## src/rtl/dds_sweep_ctrl.sv

```systemverilog
// dds_sweep_ctrl: sequences DDS frequency/amplitude words through soft start, stepped sweep and soft stop.
// Optional macro DDS_SWEEP_PINGPONG_EN: continuous mode alternates sweep direction instead of restarting.
module dds_sweep_ctrl #(
    parameter int FREQ_WIDTH  = 28,
    parameter int DAC_WIDTH   = 12,
    parameter int DWELL_WIDTH = 16,
    parameter int AMPL_STEP   = 1
) (
    input  logic                   clk,
    input  logic                   rst,
    input  logic                   cfg_valid,
    output logic                   cfg_ready,
    input  logic [FREQ_WIDTH-1:0]  cfg_f_start,
    input  logic [FREQ_WIDTH-1:0]  cfg_f_stop,
    input  logic [FREQ_WIDTH-1:0]  cfg_f_step,
    input  logic [DWELL_WIDTH-1:0] cfg_dwell,
    input  logic [DAC_WIDTH-1:0]   cfg_ampl,
    input  logic                   cfg_continuous,
    input  logic                   abort,
    output logic [FREQ_WIDTH-1:0]  freq_kw,
    output logic [DAC_WIDTH-1:0]   ampl_kw,
    output logic                   busy,
    output logic                   step_strobe,
    output logic                   sweep_done
);
    typedef enum logic [1:0] {IDLE, RAMP_UP, DWELL, RAMP_DOWN} state_t;
    localparam logic [DAC_WIDTH:0] ASTEP = (DAC_WIDTH+1)'(AMPL_STEP);
    state_t                 state, state_nx;
    logic [FREQ_WIDTH-1:0]  f_start, f_stop, f_step, f_start_nx, f_stop_nx, freq_nx;
    logic [DWELL_WIDTH-1:0] dwell, cnt, cnt_nx, reload;
    logic [DAC_WIDTH-1:0]   a_tgt, ampl_nx, a_up, a_dn;
    logic [DAC_WIDTH:0]     a_sum;
    logic                   cont, up, up_nx, strobe_nx, done_nx, accept;
    // One sweep step toward t, clamping at t on overshoot, carry or zero step
    function automatic logic [FREQ_WIDTH-1:0] step_toward(
        input logic [FREQ_WIDTH-1:0] f, t, s, input logic u);
        logic [FREQ_WIDTH:0] sum;
        sum = {1'b0, f} + {1'b0, s};
        if (s == '0) return t;
        if (u) return (sum[FREQ_WIDTH] || sum[FREQ_WIDTH-1:0] >= t) ? t : sum[FREQ_WIDTH-1:0];
        return (s > f || f - s <= t) ? t : f - s;
    endfunction
    assign reload = (dwell == '0) ? DWELL_WIDTH'(1) : dwell;
    assign a_sum  = {1'b0, ampl_kw} + ASTEP;
    assign a_up   = (a_sum >= {1'b0, a_tgt}) ? a_tgt : a_sum[DAC_WIDTH-1:0];
    assign a_dn   = ({1'b0, ampl_kw} < ASTEP) ? '0 : ampl_kw - ASTEP[DAC_WIDTH-1:0];
    // Next-state and next-output decisions for the sweep sequencer
    always_comb begin
        state_nx   = state;
        freq_nx    = freq_kw;
        ampl_nx    = ampl_kw;
        cnt_nx     = cnt;
        f_start_nx = f_start;
        f_stop_nx  = f_stop;
        up_nx      = up;
        strobe_nx  = 1'b0;
        done_nx    = 1'b0;
        accept     = 1'b0;
        case (state)
            IDLE: if (cfg_valid) begin
                accept     = 1'b1;
                freq_nx    = cfg_f_start;
                f_start_nx = cfg_f_start;
                f_stop_nx  = cfg_f_stop;
                up_nx      = cfg_f_stop >= cfg_f_start;
                state_nx   = RAMP_UP;
            end
            RAMP_UP: begin
                if (abort) state_nx = RAMP_DOWN;
                else if (ampl_kw == a_tgt) begin
                    state_nx = DWELL;
                    cnt_nx   = reload;
                end else ampl_nx = a_up;
            end
            DWELL: begin
                if (abort) state_nx = RAMP_DOWN;
                else if (cnt > DWELL_WIDTH'(1)) cnt_nx = cnt - DWELL_WIDTH'(1);
                else begin
                    cnt_nx = reload;
                    if (freq_kw != f_stop) begin
                        freq_nx   = step_toward(freq_kw, f_stop, f_step, up);
                        strobe_nx = 1'b1;
                    end else if (!cont) state_nx = RAMP_DOWN;
                    else begin
`ifdef DDS_SWEEP_PINGPONG_EN
                        f_start_nx = f_stop;
                        f_stop_nx  = f_start;
                        up_nx      = ~up;
                        freq_nx    = step_toward(freq_kw, f_start, f_step, ~up);
`else
                        freq_nx    = f_start;
`endif
                        strobe_nx  = 1'b1;
                    end
                end
            end
            RAMP_DOWN: begin
                if (ampl_kw == '0) begin
                    state_nx = IDLE;
                    done_nx  = 1'b1;
                end else ampl_nx = a_dn;
            end
        endcase
    end
    // State, output and descriptor registers
    always_ff @(posedge clk) begin
        if (rst) begin
            state       <= IDLE;
            freq_kw     <= '0;
            ampl_kw     <= '0;
            cnt         <= '0;
            busy        <= 1'b0;
            cfg_ready   <= 1'b1;
            step_strobe <= 1'b0;
            sweep_done  <= 1'b0;
            f_start     <= '0;
            f_stop      <= '0;
            f_step      <= '0;
            dwell       <= '0;
            a_tgt       <= '0;
            cont        <= 1'b0;
            up          <= 1'b1;
        end else begin
            state       <= state_nx;
            freq_kw     <= freq_nx;
            ampl_kw     <= ampl_nx;
            cnt         <= cnt_nx;
            busy        <= state_nx != IDLE;
            cfg_ready   <= state_nx == IDLE;
            step_strobe <= strobe_nx;
            sweep_done  <= done_nx;
            f_start     <= f_start_nx;
            f_stop      <= f_stop_nx;
            up          <= up_nx;
            if (accept) begin
                f_step <= cfg_f_step;
                dwell  <= cfg_dwell;
                a_tgt  <= cfg_ampl;
                cont   <= cfg_continuous;
            end
        end
    end
endmodule
```

## config.mk

```make
export PLATFORM = sky130hd
export DESIGN_NAME = dds_sweep_ctrl
export DESIGN_NICKNAME = d
export VERILOG_FILES = /design/src/rtl/dds_sweep_ctrl.sv
export SDC_FILE = /design/constraint.sdc
export NUM_CORES = 1
export LEC_CHECK = 0
export BUFFER_PORTS_ARGS = -buffer_cell sky130_fd_sc_hd__clkbuf_2
export CAP_MARGIN = 20
export CORE_UTILIZATION = 40
export DETAILED_ROUTE_END_ITERATION = 6
export PLACE_DENSITY_LB_ADDON = 0.25
export SETUP_SLACK_MARGIN = 0.3
export SLEW_MARGIN = 5
export SYNTH_ARGS = -nofsm -noshare
export SYNTH_HDL_FRONTEND = slang
export SYNTH_SLANG_ARGS = --single-unit
```

## constraint.sdc

```tcl
create_clock -name clk -period 5.5 [get_ports clk]
set_input_delay 1.65 -clock clk [delete_from_list [all_inputs] [get_ports clk]]
set_output_delay 1.65 -clock clk [all_outputs]
set_load 0.01 [all_outputs]
```

==> flow_metrics.tcl <==
set metrics [dict create \
    status "completed" \
    grt-ovfl-total 0 \
    wl_per_cell_um 20.1 \
    final_cell_mix "nand2_1, a21oi_1, dfxtp_1, clkbuf_2, ha_1" \
    final_common_cell "nand2_1" \
    cp_max_fo 8 \
    cts.sinks 176 \
    grt_pass1_wl_um 77200 \
    n_antenna_cell 0 \
    synth_flop_cell "dfxtp_1" \
    synth_top_cell_area_share 0.251 \
    hold_start "f_start[6]$_SDFFE_PP0P_" \
    r2r_setup_slack_ns 0.54 \
    drv_cap 0 \
    hold_ws_ns 0.456 \
    die_area_mm2 0.0358 \
    nFillCells 3635 \
    antenna_found_initial 0 \
    fin_worst_skew_ns 0.0181 \
    grt_pass1_vias 13600 \
    layout.cells.non_filler 2479 \
    drt-total-wl_um 49700 \
    htree_num_levels 4 \
    hold_viol 0 \
    synth_seq_cells 176 \
    r2r_cells 22 \
    cts_made_buffers 17 \
    ys_warn_count 0 \
    rsz0062_at_grt "no" \
    place_congestion 1.02 \
    core_mm2 0.0345 \
    dr.pass1.iters 5 \
    final_max_slew_viol_count 0 \
    die_y_um 189 \
    final_antenna_net_count 0 \
    critPathLaunchType "register" \
    seq_area_mm2 0.00353 \
    netlist_instances 1896 \
    relSlewSlack 0.303 \
    tns_ns 0 \
    syn_to_final_growth_pct 15.3 \
    setup_viol 0 \
    synth_top_area_cell "dfxtp_1" \
    viasPerCell 5.77 \
    worst_slack_ns 0.545 \
    r2r_end "freq_kw[25]$_SDFFE_PP0P_" \
    dp.cells 2442 \
    path_class "reg -> reg" \
    synth_edf_count 0 \
    clk_latency_ns 0.46 \
    crit_path_end_kind "register" \
    synthesis.nets 2171 \
    required_ns 5.82 \
    syn_area_mm2 0.0140 \
    avgSynthCellArea_um2 7.40 \
    port-buffer-count 160 \
    cts_tree "yes" \
    hold_depth 2 \
    hold_class "reg -> reg" \
    timing.final.crit_share 0.901 \
    io_pins 161 \
    path_clk_slew_ns 0.08 \
    num_vias 14300 \
    synth.yosys.seq_area_share 0.251 \
    clk_path_buf_depth 2 \
    hpwl_um 38400 \
    drc_errors 0 \
    leakagePower_nw 6.83 \
    rows 68 \
    root_buffer "clkbuf_16" \
    async_flop_share 0 \
    arrival_ns 5.28 \
    fmax_mhz 202 \
    drive_gt1_frac 0.151 \
    synth.area.top_cells "dfxtp_1, ha_1, nand2_1, a21oi_1, xnor2_1" \
    final_nets 2287 \
    initial_core_util 0.406 \
    die_w_um 189 \
    tightestPinTransition_ns 1.04 \
    r2r-start "f_step[6]$_SDFFE_PP0P_" \
    first_iter_violations 1133 \
    grt.total_usage 0.276 \
    multi_input_area_mm2 0.00982 \
    p_per_area_mw_per_mm2 454 \
    fin_crit_ns 4.96 \
    grt_max_degree 73 \
    hold_end "f_start[6]$_SDFFE_PP0P_" \
    synth_cell_types 74 \
    peakVddDrop_v 0.000303 \
    preCtsSetupSlack_ns 0.0124 \
]
## worst max-delay path: stages, from the launching register on
cell and delay (ns):
dfxtp_1 0.39, inv_1 0.09, ha_4 0.33, and4_1 0.25, nand2_1 0.08, a211o_1 0.29
a311oi_2 0.30, o21ai_0 0.11, nor2b_1 0.18, o21a_1 0.21, or3_1 0.37, ha_1 0.30
nand4_1 0.22, buf_4 0.22, a2bb2oi_1 0.14, a21oi_2 0.19, a31oi_4 0.06, a2111oi_4 0.28
buf_6 0.20, nor2_4 0.05, buf_6 0.15, a221oi_1 0.28, a21oi_1 0.11
## registers in the layout, indices dropped and copies added (netlist names), 2 cells and up
register and count:
dwell 16, a_tgt 12, freq_kw 28, cnt 16, state 2, f_start 28, f_stop 28, ampl_kw 12
f_step 28
## final cells by class
class	instances	area share
clock buffers	19	0.0274
clock inverters	12	0.00626
inverters	135	0.0313
multi-input cells	1471	0.607
flip-flops and latches	176	0.218
well taps	455	0.0352
repair buffers	211	0.0750
## worst max path at each step
stage / from / to / slack, ns / depth (start not counted)
after floorplan: f_step[1]$_SDFFE_PP0P_ / freq_kw[16]$_SDFFE_PP0P_ / 0.73 / 21
after global placement: f_step[8]$_SDFFE_PP0P_ / freq_kw[16]$_SDFFE_PP0P_ / 0.11 / 21
after detailed placement: f_step[8]$_SDFFE_PP0P_ / freq_kw[8]$_SDFFE_PP0P_ / 0.01 / 21
after CTS: f_step[8]$_SDFFE_PP0P_ / freq_kw[8]$_SDFFE_PP0P_ / 0.28 / 21
after global routing: f_step[3]$_SDFFE_PP0P_ / freq_kw[7]$_SDFFE_PP0P_ / 0.27 / 21
final: f_step[6]$_SDFFE_PP0P_ / freq_kw[25]$_SDFFE_PP0P_ / 0.54 / 22
## synthesized netlist by cell type, drive strengths merged, types with 4 or more instances
cell type and count:
dfxtp 176, o21ai 66, nand3 24, o221a 4
xor2 16, mux2 8, nor2b 20, a31oi 16
a211o 23, a21boi 13, nor3 57, o22ai 7
nor4 27, and3 13, or2 7, a22oi 16
inv 135, a221oi 32, o31ai 10, a21o 36
nand4 30, nand2 326, o32a 4, o221ai 4
a221o 10, xnor2 82, o211ai 8, o31a 5
nor2 95, and2 7, buf 23, nand2b 18
and4 4, o21a 8, a21oi 221, a211oi 30
a311oi 5, nor3b 4, mux2i 8, clkbuf 91
or3 10, o21bai 7, o2111ai 6, ha 156
## through the flow
step,area [µm²],utilization,total power [W]
floorplan,14000,-,0.00453
global route,16200,0.468,0.00785
detailed placement,15300,0.444,0.00589
CTS,15900,0.460,0.00711
global placement,15300,0.444,0.00586
finish,16200,0.468,0.00735
## power by group
part | switching [W] | internal, W
combinational | 0.00273 | 0.00177
sequential | 0.000230 | 0.00144
clock | 0.000587 | 0.000598
## logic make-up (layout without fill, tap and decap cells)
family	count (synthesis)	after routing	share of synthesized area
buf+inv	249	377	0.0683
xor+xnor	98	98	0.0612
fa+ha+maj	158	158	0.142
mux	16	16	0.0121
flops	176	176	0.251
compound gates	550	550	0.256
simple gates	649	649	0.209
## repair_timing
| action | CTS | global route |
|---|---|---|
| pin swaps | 0 | 11 |
| hold buffers | 0 | 0 |
| endpoints found under the setup margin | 25 | 28 |
| setup buffers | 0 | 5 |
| gates resized for setup | 9 | 42 |
## per-layer routing
metal	GRT usage	routed length, µm
met5	0	0
met4	0.0865	1310
met3	0.0391	2830
met2	0.459	23300
met1	0.365	22300
(Power assumes the default switching activity.)
